$ cat config.mk
export PLATFORM = sky130hd
export DESIGN_NAME = onehot_rr_encoder_flat
export DESIGN_NICKNAME = d
export VERILOG_FILES = /design/src/rtl/onehot_rr_encoder_if.sv /design/src/rtl/onehot_rr_encoder.sv /design/src/flat_wrapper.sv
export SDC_FILE = /design/constraint.sdc
export NUM_CORES = 1
export LEC_CHECK = 0
export CAP_MARGIN = 25
export CORE_UTILIZATION = 55
export DETAILED_ROUTE_END_ITERATION = 10
export PLACE_DENSITY_LB_ADDON = 0.15
export SLEW_MARGIN = 20
export SYNTH_ARGS = -nofsm -noshare
export SYNTH_HDL_FRONTEND = slang
export SYNTH_SLANG_ARGS = --single-unit
$ cat constraint.sdc
create_clock -name clk -period 6.25 [get_ports clk]
set_input_delay 1.25 -clock clk [delete_from_list [all_inputs] [get_ports clk]]
set_output_delay 1.25 -clock clk [all_outputs]
set_load 0.005 [all_outputs]
$ cat src/rtl/onehot_rr_encoder_if.sv
// Output stream of onehot_rr_encoder: the binary event index with a valid/ready handshake.
// The encoder drives the master side and the downstream consumer drives the slave side.
interface onehot_rr_encoder_if #(
    parameter int N = 4
);
    logic [N-1:0] out_idx;
    logic         out_valid;
    logic         out_ready;

    modport master (output out_idx, output out_valid, input out_ready);
    modport slave  (input out_idx, input out_valid, output out_ready);
endinterface

$ cat src/rtl/onehot_rr_encoder.sv
// Latches one-hot decoder events into a pending vector and serves them round-robin as a valid/ready index stream.
// Optional macro ONEHOT_CHECK_EN drops multi-hot input cycles and raises a sticky err flag.
module onehot_rr_encoder #(
    parameter int N = 4,
    parameter int M = 2**N
) (
    input  logic                  clk,
    input  logic                  rst_n,
    input  logic [M-1:0]          dec_in,
    onehot_rr_encoder_if.master   out_if,
    output logic [M-1:0]          pending,
    output logic                  overflow,
    output logic                  err
);
    typedef enum logic {EMPTY = 1'b0, VALID = 1'b1} state_t;

    state_t         state_q, state_d;
    logic [M-1:0]   pending_q, pending_d;
    logic [M-1:0]   dec_in_eff;
    logic [M-1:0]   grant_mask;
    logic [M-1:0]   rot;
    logic [N-1:0]   ptr_q, ptr_d;
    logic [N-1:0]   idx_q, idx_d;
    logic [N-1:0]   sel_off, sel_idx;
    logic           sel_found;
    logic           load;
    logic           overflow_q, overflow_d;
    logic           err_q, err_d;

`ifdef ONEHOT_CHECK_EN
    logic multi_hot;
    assign multi_hot  = |(dec_in & (dec_in - M'(1)));
    assign dec_in_eff = multi_hot ? '0 : dec_in;
    assign err_d      = err_q | multi_hot;
`else
    assign dec_in_eff = dec_in;
    assign err_d      = 1'b0;
`endif

    // Rotate pending so that bit 0 is the line at ptr; the lowest set bit is then the round-robin winner.
    for (genvar gi = 0; gi < M; gi++) begin : g_rot
        assign rot[gi] = pending_q[ptr_q + N'(gi)];
    end

    always_comb begin
        sel_found = 1'b0;
        sel_off   = '0;
        for (int i = M - 1; i >= 0; i--) begin
            if (rot[i]) begin
                sel_found = 1'b1;
                sel_off   = N'(i);
            end
        end
    end

    assign sel_idx = ptr_q + sel_off;
    assign load    = (state_q == EMPTY) || out_if.out_ready;

    for (genvar gi = 0; gi < M; gi++) begin : g_grant
        assign grant_mask[gi] = load && sel_found && (sel_idx == N'(gi));
    end

    // A new event on a line being granted this cycle survives the clear.
    always_comb begin
        pending_d  = (pending_q & ~grant_mask) | dec_in_eff;
        overflow_d = |(dec_in_eff & pending_q & ~grant_mask);
        ptr_d      = ptr_q;
        idx_d      = idx_q;
        if (load && sel_found) begin
            ptr_d = sel_idx + N'(1);
            idx_d = sel_idx;
        end
    end

    always_ff @(posedge clk or negedge rst_n) begin
        if (!rst_n) begin
            state_q    <= EMPTY;
            pending_q  <= '0;
            ptr_q      <= '0;
            idx_q      <= '0;
            overflow_q <= 1'b0;
            err_q      <= 1'b0;
        end else begin
            state_q    <= state_d;
            pending_q  <= pending_d;
            ptr_q      <= ptr_d;
            idx_q      <= idx_d;
            overflow_q <= overflow_d;
            err_q      <= err_d;
        end
    end

    always_comb begin
        state_d = state_q;
        case (state_q)
            EMPTY:   if (|pending_q) state_d = VALID;
            VALID:   if (out_if.out_ready) state_d = sel_found ? VALID : EMPTY;
            default: state_d = EMPTY;
        endcase
    end

    always_comb begin
        out_if.out_valid = (state_q == VALID);
        out_if.out_idx   = idx_q;
        pending          = pending_q;
        overflow         = overflow_q;
        err              = err_q;
    end
endmodule

$ cat src/flat_wrapper.sv
// flat-port wrapper written by rule: the top's interface ports become plain ports
module onehot_rr_encoder_flat 
#(
    parameter int N = 4,
    parameter int M = 2**N
)
  (clk, rst_n, dec_in, pending, overflow, err, out_if_out_idx, out_if_out_valid, out_if_out_ready);
  onehot_rr_encoder_if #(.N(N)) out_if_i ();
  input  logic clk;
  input  logic rst_n;
  input  logic [M-1:0] dec_in;
  output logic [M-1:0] pending;
  output logic overflow;
  output logic err;
  output wire logic [$bits(out_if_i.out_idx)-1:0] out_if_out_idx;
  output wire logic [$bits(out_if_i.out_valid)-1:0] out_if_out_valid;
  input wire logic [$bits(out_if_i.out_ready)-1:0] out_if_out_ready;
  assign out_if_out_idx = out_if_i.out_idx;
  assign out_if_out_valid = out_if_i.out_valid;
  assign out_if_i.out_ready = out_if_out_ready;
  onehot_rr_encoder #(.N(N), .M(M)) u_core (.clk(clk), .rst_n(rst_n), .dec_in(dec_in), .out_if(out_if_i), .pending(pending), .overflow(overflow), .err(err));
endmodule
# Yosys cells after proc, flatten, opt, wreduce, memory -nomap -nowiden
# Index checks and enable logic that the tools add are counted.
[op_classes]
n_eq_ne = 15
multipliers = 0
magnitude_cmp = 16
n_div = 0
bitwise_logic = 6
reduce_logical = 21
muxes = 68
addsub = 17
n_shift = 0
[op_table]
columns = ["operator", "count"]
rows = [
  ["4-bit by 5-bit less-than comparator with 1-bit output, second input constant", 16],
  ["1-bit binary-select mux with 4-bit select", 16],
  ["4-bit two-way mux", 16],
  ["16-bit bitwise AND", 3],
  ["1-bit two-way mux", 35],
  ["4-bit adder, second input constant", 8],
  ["4-bit == test, second input constant", 8],
  ["16-bit OR reduction", 2],
  ["1-bit logical AND", 17],
  ["4-bit by 3-bit adder with 4-bit output, second input constant", 4],
  ["4-bit by 3-bit == test with 1-bit output, second input constant", 4],
  ["16-bit inverter", 1],
  ["16-bit bitwise OR", 1],
  ["4-bit by 1-bit adder with 4-bit output, second input constant", 2],
  ["4-bit by 2-bit adder with 4-bit output, second input constant", 2],
  ["4-bit by 2-bit == test with 1-bit output, second input constant", 2],
  ["4-bit adder", 1],
  ["4-bit by 1-bit == test with 1-bit output, second input constant", 1],
  ["4-bit logical NOT", 1],
  ["1-bit case mux with 2 select lines", 1],
  ["1-bit logical OR", 1],
  ["1-bit inverter", 1],
]
[totals]
inputBits = 19
regBits = 26
memories = 0
word_cells = 148
romBits = 0
ram_bits = 0
output_inout_bits = 23
latch_bits = 0

# Longest topological paths before layout
# Gate-level depths: netlist (run 1).
[depth]
word_depth = 25
depth_mapped = 24
mapped_depth_nobuf = 22

# Least setup slack after synthesis (run 1)
# Ideal clock, no wire load.
[synth_timing]
path_kind = "register to register"
startpoint = "register u_core.ptr_q[1]"
endpoint = "register u_core.overflow_q, in the netlist u_core.overflow"
path_buffers = 2
setup_time_ns = 0.139
synth_period_minus_slack_ns = 5.482
arrival_time_ns = 5.344
stages_incl_launch_ff = 18
path_slack_ns = 0.768
t_required_ns = 6.111
cell_sequence = "dfrtp_1 clkbuf_1 inv_1 ha_1 buf_2 mux4_2 mux2_2 mux2_2 or4_1 a21oi_1 nor2_1 ha_1 a21oi_1 xnor2_1 mux2i_2 o31ai_1 o221ai_1 or4_1"
[synth_via]
elab_chain_len = 25
word_cells_on_any_way = 116
classes_between = "add/sub (16); eq/ne (15); mux (64); bitwise (2); reduce/logical (19)"
[synth_rtl]
columns = ["item", "line", "source"]
rows = [
  ["start: declaration", "onehot_rr_encoder.sv:22", "logic [N-1:0] ptr_q, ptr_d;"],
  ["start signal: assignment", "onehot_rr_encoder.sv:86", "ptr_q <= ptr_d;"],
  ["4-bit adder", "onehot_rr_encoder.sv:42", "assign rot[gi] = pending_q[ptr_q + N'(gi)];"],
  ["1-bit binary-select mux with 4-bit select", "onehot_rr_encoder.sv:42", ""],
  ["1-bit two-way mux (not written as such)", "onehot_rr_encoder.sv:42", ""],
  ["4-bit two-way mux (16 in series)", "onehot_rr_encoder.sv:49", "if (rot[i]) begin"],
  ["4-bit adder", "onehot_rr_encoder.sv:56", "assign sel_idx = ptr_q + sel_off;"],
  ["4-bit by 1-bit == test with 1-bit output, or another cell as far along", "onehot_rr_encoder.sv:60", "assign grant_mask[gi] = load && sel_found && (sel_idx == N'(gi));"],
  ["1-bit logical AND", "onehot_rr_encoder.sv:60", ""],
  ["16-bit inverter *", "onehot_rr_encoder.sv:66", "overflow_d = |(dec_in_eff & pending_q & ~grant_mask);"],
  ["16-bit bitwise AND *", "onehot_rr_encoder.sv:66", ""],
  ["16-bit OR reduction *", "onehot_rr_encoder.sv:66", ""],
  ["named net u_core.overflow_d", "onehot_rr_encoder.sv:27", "logic overflow_q, overflow_d;"],
  ["end signal: assignment", "onehot_rr_encoder.sv:88", "overflow_q <= overflow_d;"],
  ["end: declaration", "onehot_rr_encoder.sv:27", ""],
]
# The timed path passes the listed nets; every way through them passes the cells marked *. The select of a mux whose other input is x is not followed.
# A chain may end at the register's enable or synchronous reset.

# Worst setup path after layout (run 1)
# Ends and elaborated chain as after synthesis.

==> run summary, run 1 <==
status: complete, no violations
unrepaired setup endpoints after global routing: no
ratio of cells with drive above 1 in the final layout: 0.175
setup bufs post-CTS: 0
Synthesized Nets: 283
core area: 4470 um2
total wire length: 6.88 mm
Layout fillers: 349
post-synthesis sequential area ratio: 0.249
Hold/Removal Path Class: reg2reg
synth unique cells: 45
CTS clk-pin slew, worst paths: 0.09 ns
CTS buffer count: 3
Max Root-Sink Buffers: 2
Gate Count Post-Synth: 249
Finished Layout Cells: 338
via-per-instance ratio: 6.78
first drt pass iteration count: 5
Synth area leader: dfrtp_1
Post-Synthesis Cell Area: 2610 um2
Worst Path Max Fanout: 13
clk_lat worst skew: 0.27 ns
Slowest cell on crit path: mux4_2
Post-DP HPWL: 5.32 mm
DRT iter0 DRCs: 190
asr flop ratio synth: 1.00
Routed WL per cell: 20.4 um
CTS Hold Buffers Added: 0
CTS H-tree lvls: 1
leakage: 1.10 nW
Area Overhead vs Synth: 19.0%
final critical-path share of the clock period: 0.908
number of flops mapped to enable cells by yosys: 0
Max Cap Violations: 0
GRT Total Usage: 0.297
post-synthesis area per instance: 10.5 um2
Critical Path Sink Type: flip-flop
Max VDD drop: 259 uV
Synth Flop Type: dfrtp_1
GP Congestion: 1.01
die height: 70.9 um
Slew Limit Fails: 0
die extent in x: 70.9 um
vias in the first global route: 2,253
type of origin of the critical path: flip-flop
Worst Max-Slew Pin Slew: 0.854 ns
final core utilization: 0.695
register-to-register setup slack: 0.57 ns
Setup TNS: 0 ns
initial core utilization: 0.584
number of port buffers: 40
largest net degree at the start of global routing: 27
GR Overflow Total: 0
Setup-failing EPs final: 0
post-synth top area share: 0.249
CP required: 6.39 ns
Setup Skew: 0.00709 ns
footprint of the multi-input gates: 1860 um2
top cells by area, synth: dfrtp_1, mux4_2, ha_1, mux2_2, o31ai_1
die area: 5030 um2
ANT nets after route: 0
power per cell area: 406 nW/um2
critical path type: reg2reg
global-route wire length before repair: 11.4 mm
crit-path cells: inv_1 -> ha_1 -> mux4_2 -> mux2_2 -> mux2_2 -> or4_1 -> a21oi_1 -> nor2_1 -> ha_1 -> a21oi_1 -> xnor2_1 -> mux2i_2 -> o311ai_0 -> o221ai_1 -> or4_1
Final Power: 1.26 mW
IO Count: 42
root buf cell: clkbuf_8
NumNets Final: 322
critical path arrival: 5.82 ns
Yosys reg bits: 26
post-cts resize count: 0
initial antenna violation count: 0
row count: 24
max incr delay on CP: 0.61 ns
ant diodes: 0
CTS Sinks: 26
Reg area: 651 um2
Final Hold Vio Count: 0
Max Fclk: 176 MHz
max_slew headroom: 0.427
Placed Cells: 334
TritonCTS clock tree: yes
via count: 2,292
synth warn: 0
drc violations: 0
Fin Hold WS: 0.486 ns
min cycle time layout: 5.68 ns
[routing by layer]
metal  vias up  wire, um  global-route usage
met4         0       248               0.122
met5         -         0                   0
met3        18       493              0.0399
li1       1038         -                   -
met1      1133      2900               0.421
met2       103      3240               0.466
[layout by cell type (no fill, tap or decap), drive strengths merged]
cell,count
a211oi,2
ha,14
xnor2,10
mux2,13
clkbuf,4
o221ai,1
buf,4
nand4,2
a21o,5
fa,1
nor4,4
and4,1
nand2b,12
nand2,23
conb,1
xor2,4
clkdlybuf4s50,40
mux2i,9
nor2,9
or4,3
nor3,2
o21ai,7
a2111oi,1
a21boi,1
or2,3
o2111ai,5
o311ai,9
nand3,5
o31ai,15
inv,14
dfrtp,26
nor2b,1
o21a,1
mux4,24
a31oi,1
a21oi,9
[state kept, by name, indices dropped and copies added (netlist names)]
| name | count |
|---|---|
| u_core.pending | 16 |
| u_core.overflow | 1 |
| u_core.out_if.out_valid | 1 |
| u_core.ptr_q | 4 |
| u_core.out_if.out_idx | 4 |
[cell families after synthesis]
group	Yosys count	share of synthesized area
compound gates	57	0.161
xor+xnor	14	0.0469
fa+ha+maj	15	0.0747
buf+inv	25	0.0412
flops	26	0.249
mux	46	0.300
other cells	1	0.00144
simple gates	65	0.125
[worst paths after layout]
kind / from / end / depth (start not counted)
max reg2reg: u_core.ptr_q[1]$_DFFE_PN0P_ / u_core.overflow$_DFF_PN0_ / 15
min reg2reg: u_core.out_if.out_idx[0]$_DFFE_PN0P_ / u_core.out_if.out_idx[0]$_DFFE_PN0P_ / 1
min in group asynchronous: rst_n / u_core.pending[13]$_DFF_PN0_ / 2
max: u_core.ptr_q[1]$_DFFE_PN0P_ / u_core.overflow$_DFF_PN0_ / 15
min: u_core.out_if.out_idx[0]$_DFFE_PN0P_ / u_core.out_if.out_idx[0]$_DFFE_PN0P_ / 1
max in group asynchronous: rst_n / u_core.pending[4]$_DFF_PN0_ / 2
[power breakdown]
part	internal (mW)	switching, mW	total [mW]	leakage (nW)
Clock	0.0432	0.0514	0.0946	0.0216
Sequential	0.210	0.0766	0.287	0.255
Combinational	0.418	0.464	0.882	0.820
[final cells by class]
| class | count | share of cell area |
|---|---|---|
| clock buffers | 3 | 0.0133 |
| inverters | 14 | 0.0169 |
| multi-input cells | 198 | 0.599 |
| flip-flops and latches | 26 | 0.209 |
| well taps | 52 | 0.0209 |
| repair buffers | 45 | 0.141 |
[critical path: cells and delay by family, from the launching register on]
kind / cells / cell delay (ns)
AOI/OAI and AO/OA: 4 / 0.82
muxes: 4 / 1.51
DFF: 1 / 0.35
and+or+nand+nor: 3 / 1.19
buffers and inverters: 1 / 0.12
xor gates and xnor gates: 1 / 0.60
adders and majority gates: 2 / 0.94
[through the flow]
step                area, um2  worst slack [ns]
floorplan                2610             0.768
global placement         3050             0.764
detailed placement       3050             0.675
CTS                      3090             0.629
global route             3110             0.314
finish                   3110             0.573
[synth_stat cells (2+ instances only)]
library cell	count
or2_2	2
mux4_2	24
a21o_1	5
nand3_1	5
nand4_1	2
mux2_2	11
xor2_1	4
nor2_1	9
mux2_1	2
o21ai_0	6
mux2i_2	2
nor4_1	4
nand2b_1	12
buf_1	2
nor3_1	2
mux2i_1	7
o31ai_1	15
dfrtp_1	26
inv_1	14
or4_1	2
o311ai_1	2
o311ai_0	7
ha_1	14
buf_2	2
xnor2_1	10
o2111ai_1	5
clkbuf_1	5
a21oi_1	9
nand2_1	23
Power figures use the tool's default switching activity.
==> run 2, diff against run 1 <==
DONT_BUFFER_PORTS = 1   (was default)
==> run 2 against run 1 <==
Effect of this change:
- clock power fell by 2%
- non-clock buffer count fell by 40
- combinational power fell by 11%
- final area fell by 13%
- sequential share of layout area rose by 3.2 points
- critical path type unchanged
- first-iteration DRC count rose by 38%
==> run summary, run 2 (synthesis results as in run 1) <==
first drt pass iteration count: 5 (unchanged)
critical path arrival: 5.72 ns (-0.10 ns)
GR Overflow Total: 0 (unchanged)
Hold/Removal Path Class: reg2reg
Area Overhead vs Synth: 3.40%
Post-DP HPWL: 4.90 mm (-7.8%)
via count: 2,073 (-9.6%)
NumNets Final: 282 (-12%)
ratio of cells with drive above 1 in the final layout: 0.199 (+0.0244)
CP required: 6.39 ns (about the same)
footprint of the multi-input gates: 1850 um2 (-0.40%)
type of origin of the critical path: flip-flop
Slew Limit Fails: 0 (unchanged)
die height: 70.9 um (unchanged)
total wire length: 6.29 mm (-8.5%)
Fin Hold WS: 0.513 ns (+0.0271 ns)
Setup-failing EPs final: 0 (unchanged)
vias in the first global route: 2,120 (-5.9%)
Setup TNS: 0 ns (unchanged)
leakage: 0.929 nW (-15%)
initial core utilization: 0.584 (unchanged)
CTS H-tree lvls: 1 (unchanged)
Setup Skew: 0.00432 ns (-0.00277 ns)
status: complete, no violations
Layout fillers: 397 (+14%)
critical path type: reg2reg
power per cell area: 434 nW/um2 (+6.9%)
Max Fclk: 179 MHz (+1.7%)
drc violations: 0 (unchanged)
ant diodes: 0 (unchanged)
GRT Total Usage: 0.274 (-0.0226)
Max Cap Violations: 0 (unchanged)
Routed WL per cell: 21.1 um (+3.8%)
initial antenna violation count: 0 (unchanged)
register-to-register setup slack: 0.67 ns (+0.10 ns)
max reg flops: 16 (unchanged)
Max VDD drop: 256 uV (-1.1%)
DRT iter0 DRCs: 263 (+38%)
Final Hold Vio Count: 0 (unchanged)
CTS Sinks: 26 (unchanged)
clk_lat worst skew: 0.26 ns (about the same)
ANT nets after route: 0 (unchanged)
post-cts resize count: 0 (unchanged)
largest net degree at the start of global routing: 27 (unchanged)
Critical Path Sink Type: flip-flop
number of port buffers: 0 (-100%)
Worst Max-Slew Pin Slew: 0.816 ns (-0.0384 ns)
TritonCTS clock tree: yes
Worst Path Max Fanout: 13 (unchanged)
die area: 5030 um2 (unchanged)
IO Count: 42 (unchanged)
die extent in x: 70.9 um (unchanged)
Max Root-Sink Buffers: 2 (unchanged)
max_slew headroom: 0.452 (+0.0258)
core area: 4470 um2 (unchanged)
CTS buffer count: 3 (unchanged)
Reg area: 651 um2 (unchanged)
commonest cells after routing, fill and taps aside: dfrtp_1, mux4_2, nand2_1
final critical-path share of the clock period: 0.893 (-0.0154)
root buf cell: clkbuf_8
CTS clk-pin slew, worst paths: 0.09 ns (about the same)
setup bufs post-CTS: 0 (unchanged)
row count: 24 (unchanged)
global-route wire length before repair: 10.8 mm (-6.0%)
CTS Hold Buffers Added: 0 (unchanged)
min cycle time layout: 5.58 ns (-0.0960 ns)
most common cell after layout, fill and taps aside: dfrtp_1
via-per-instance ratio: 6.96 (+2.6%)
unrepaired setup endpoints after global routing: no
GP Congestion: 0.879 (-13%)
[run 2: per-stage QoR]
| step | worst slack, ns | instances | utilization | instance area [um2] | total power [mW] |
|---|---|---|---|---|---|
| final | 0.669 | 298 | 0.604 | 2700 | 1.17 |
| after global routing | 0.189 | 298 | 0.604 | 2700 | 1.28 |
| after CTS | 0.707 | 297 | 0.602 | 2690 | 1.17 |
| after detailed placement | 0.740 | 294 | 0.593 | 2650 | 1.08 |
| after global placement | 0.808 | 294 | 0.593 | 2650 | 1.07 |
| after floorplan | 0.768 | 249 | - | 2610 | 0.927 |
[run 2: area by class of cell]
class | instances | share of cell area
Multi-Input combinational cell | 198 | 0.686
Sequential cell | 26 | 0.241
Inverter | 14 | 0.0195
Clock buffer | 3 | 0.0153
Tap cell | 52 | 0.0241
Timing Repair Buffer | 5 | 0.0139
[run 2: worst paths after layout]
| kind | from | to | cells past startpoint |
|---|---|---|---|
| max | u_core.ptr_q[1]$_DFFE_PN0P_ | u_core.overflow$_DFF_PN0_ | 15 |
| min | u_core.out_if.out_idx[0]$_DFFE_PN0P_ | u_core.out_if.out_idx[0]$_DFFE_PN0P_ | 1 |
| max reg2reg | u_core.ptr_q[1]$_DFFE_PN0P_ | u_core.overflow$_DFF_PN0_ | 15 |
| min reg2reg | u_core.out_if.out_idx[0]$_DFFE_PN0P_ | u_core.out_if.out_idx[0]$_DFFE_PN0P_ | 1 |
| max in group asynchronous | rst_n | u_core.pending[2]$_DFF_PN0_ | 0 |
| min in group asynchronous | rst_n | u_core.ptr_q[2]$_DFFE_PN0P_ | 0 |
[run 2: critical path, stage by stage (launching register included)]
cell       delay, ns
dfrtp_1         0.35
inv_1           0.12
ha_1            0.55
mux4_2          0.60
mux2_2          0.29
mux2_2          0.30
or4_1           0.61
a21oi_1         0.15
nor2_1          0.05
ha_1            0.34
a21oi_1         0.10
xnor2_1         0.59
mux2i_2         0.31
o311ai_0        0.39
o2111ai_1       0.17
or4_1           0.53
[run 2: per-layer routing]
metal | routed length, um | GRT usage
met1 | 2680 | 0.387
met2 | 3000 | 0.436
met3 | 452 | 0.0470
met4 | 159 | 0.0889
met5 | 0 | 0
[run 2: report_power, final]
part / internal, mW / switching (mW)
logic: 0.362 / 0.423
registers: 0.210 / 0.0849
clock network: 0.0431 / 0.0496
total: 0.616 / 0.558
==> run 3, diff against run 2 <==
RECOVER_POWER = 100   (was default)
==> run 3 against run 2 <==
Effect of this change:
- routed wire length rose by 0.27%
- critical path depth did not move
- largest power group unchanged
- largest cell class unchanged
- register-to-register slack got worse by 0.06 ns
- clock power fell by 0.4%
- cell count did not move
- hold slack barely moved
- final area did not move
- clock-buffer cell count did not move
- maximum frequency fell by 1.1%
- setup slack got worse by 0.061 ns
- global-route usage did not move
- via count rose by 0.43%
==> run summary, run 3 (synthesis results as in run 1) <==
status: complete, no violations
CTS buffer count: 3 (unchanged)
register-to-register setup slack: 0.61 ns (-0.06 ns)
crit-path cells: inv_1 -> ha_1 -> mux4_2 -> mux2_2 -> mux2_1 -> or4_1 -> a21oi_1 -> nor2_1 -> ha_1 -> a21oi_1 -> xnor2_1 -> mux2i_2 -> o311ai_0 -> o2111ai_1 -> or4_1
ANT nets after route: 0 (unchanged)
clock power share: 0.079 (about the same)
critical path arrival: 5.78 ns (+0.06 ns)
Final Hold Vio Count: 0 (unchanged)
DRT iter0 DRCs: 248 (-5.7%)
Pint: 615 uW (-0.14%)
type of origin of the critical path: flip-flop
Setup TNS: 0 ns (unchanged)
GR Overflow Total: 0 (unchanged)
Worst Max-Slew Pin Slew: 1.27 ns (+0.457 ns)
core area: 4470 um2 (unchanged)
CTS Sinks: 26 (unchanged)
most common cell after layout, fill and taps aside: dfrtp_1
min cycle time layout: 5.64 ns (+0.0610 ns)
initial core utilization: 0.584 (unchanged)
GRT Total Usage: 0.274 (unchanged)
total wire length: 6.31 mm (+0.27%)
GP Congestion: 0.879 (unchanged)
Area Overhead vs Synth: 3.40% (unchanged)
row count: 24 (unchanged)
Net Sw Power: 559 uW (+0.27%)
R2R Path Start: u_core.ptr_q[1]$_DFFE_PN0P_
Slew Limit Fails: 0 (unchanged)
Critical Path Sink Type: flip-flop
global-route wire length before repair: 10.8 mm (unchanged)
final critical-path share of the clock period: 0.903 (+0.00976)
Max VDD drop: 256 uV (-0.10%)
CP required: 6.38 ns (about the same)
ratio of cells with drive above 1 in the final layout: 0.195 (-0.00407)
Setup crit end: u_core.overflow$_DFF_PN0_
post-cts resize count: 0 (unchanged)
Sw Share: 0.476 (+0.00101)
hold_sp: u_core.out_if.out_idx[0]$_DFFE_PN0P_
IO Count: 42 (unchanged)
CTS H-tree lvls: 1 (unchanged)
clk_lat worst skew: 0.26 ns (about the same)
Setup Skew: 0.00541 ns (+0.00108 ns)
Worst R2R End: u_core.overflow$_DFF_PN0_
Placed Cells: 294 (unchanged)
TritonCTS clock tree: yes
Max Root-Sink Buffers: 2 (unchanged)
Max Fclk: 177 MHz (-1.1%)
die height: 70.9 um (unchanged)
Setup-failing EPs final: 0 (unchanged)
setup bufs post-CTS: 0 (unchanged)
number of port buffers: 0 (unchanged)
Final Power: 1.17 mW (about the same)
drc violations: 0 (unchanged)
die extent in x: 70.9 um (unchanged)
initial antenna violation count: 0 (unchanged)
CTS Hold Buffers Added: 0 (unchanged)
max reg flops: 16 (unchanged)
CTS clk-pin slew, worst paths: 0.09 ns (about the same)
commonest cells after routing, fill and taps aside: dfrtp_1, mux4_2, nand2_1
power per cell area: 435 nW/um2 (about the same)
Max Cap Violations: 0 (unchanged)
Finished Layout Cells: 298 (unchanged)
via count: 2,082 (+0.43%)
leakage: 0.929 nW (about the same)
largest net degree at the start of global routing: 27 (unchanged)
r2r worst-path depth: 15 (unchanged)
critical path type: reg2reg
Worst Path Max Fanout: 13 (unchanged)
ant diodes: 0 (unchanged)
Routed WL per cell: 21.2 um (+0.27%)
root buf cell: clkbuf_8
Worst Setup SP: u_core.ptr_q[1]$_DFFE_PN0P_
Seq pwr share: 0.251 (about the same)
vias in the first global route: 2,120 (unchanged)
Post-DP HPWL: 4.90 mm (unchanged)
via-per-instance ratio: 6.99 (+0.43%)
unrepaired setup endpoints after global routing: no
Hold/Removal Path Class: reg2reg
max incr delay on CP: 0.61 ns (about the same)
NumNets Final: 282 (unchanged)
Slowest cell on crit path: or4_1
max_slew headroom: 0.142 (-0.310)
die area: 5030 um2 (unchanged)
Comb pwr share: 0.670 (about the same)
first drt pass iteration count: 5 (unchanged)
run 3: cell types whose count changed in the layout (fill, tap and decap cells not counted):
| cell | change |
|---|---|
| mux2_1 | +1 |
| mux2_2 | -1 |
| o21ai_0 | +1 |
| o21ai_1 | -1 |
| or2_0 | +1 |
| or2_1 | -1 |
run 3: per-layer routing:
layer,vias to the layer above,global-route usage,part of all wire
met1,1022,0.387,0.43
met2,91,0.436,0.47
met4,0,0.0889,0.025
met5,-,0,0
met3,12,0.0470,0.069
li1,957,-,-
run 3: power by group through the flow:
stage	clock network (mW)	registers (mW)	logic (mW)
floorplan	0	0.261	0.665
global placement	0	0.298	0.768
detailed placement	0	0.299	0.778
CTS	0.0956	0.295	0.782
global route	0.104	0.304	0.866
finish	0.0923	0.295	0.787
run 3: critical path, delay by kind of cell (launching register included):
family          cells  cell delay [ns]
simple gates        3             1.19
flops               1             0.35
buf+inv             1             0.12
xor+xnor            1             0.59
compound gates      4             0.81
mux                 4             1.55
fa+ha+maj           2             0.90
run 3: area by class of cell:
cell class              count  area, um2
inverters                  14       52.6
repair buffers              5       37.5
fillers                   397       1770
flip-flops and latches     26        651
well taps                  52       65.1
multi-input cells         198       1850
clock buffers               3       41.3
run 3: through the flow:
step | area, um2 | hold WS (ns) | util | worst slack (ns)
floorplan | 2610 | 0.473 | - | 0.768
global placement | 2650 | 0.496 | 0.593 | 0.808
CTS | 2690 | 0.520 | 0.602 | 0.707
global route | 2700 | 0.537 | 0.604 | 0.191
finish | 2700 | 0.513 | 0.604 | 0.608
detailed placement | 2650 | 0.499 | 0.593 | 0.740
run 3: worst min path at each step:
stage                     slack, ns                                   end  cells after the start
final                          0.51  u_core.out_if.out_idx[0]$_DFFE_PN0P_                      1
after global placement         0.50  u_core.out_if.out_idx[2]$_DFFE_PN0P_                      2
after detailed placement       0.50  u_core.out_if.out_idx[0]$_DFFE_PN0P_                      1
after floorplan                0.47  u_core.out_if.out_idx[1]$_DFFE_PN0P_                      2
after CTS                      0.52  u_core.out_if.out_idx[0]$_DFFE_PN0P_                      1
after global routing           0.54  u_core.out_if.out_idx[0]$_DFFE_PN0P_                      1
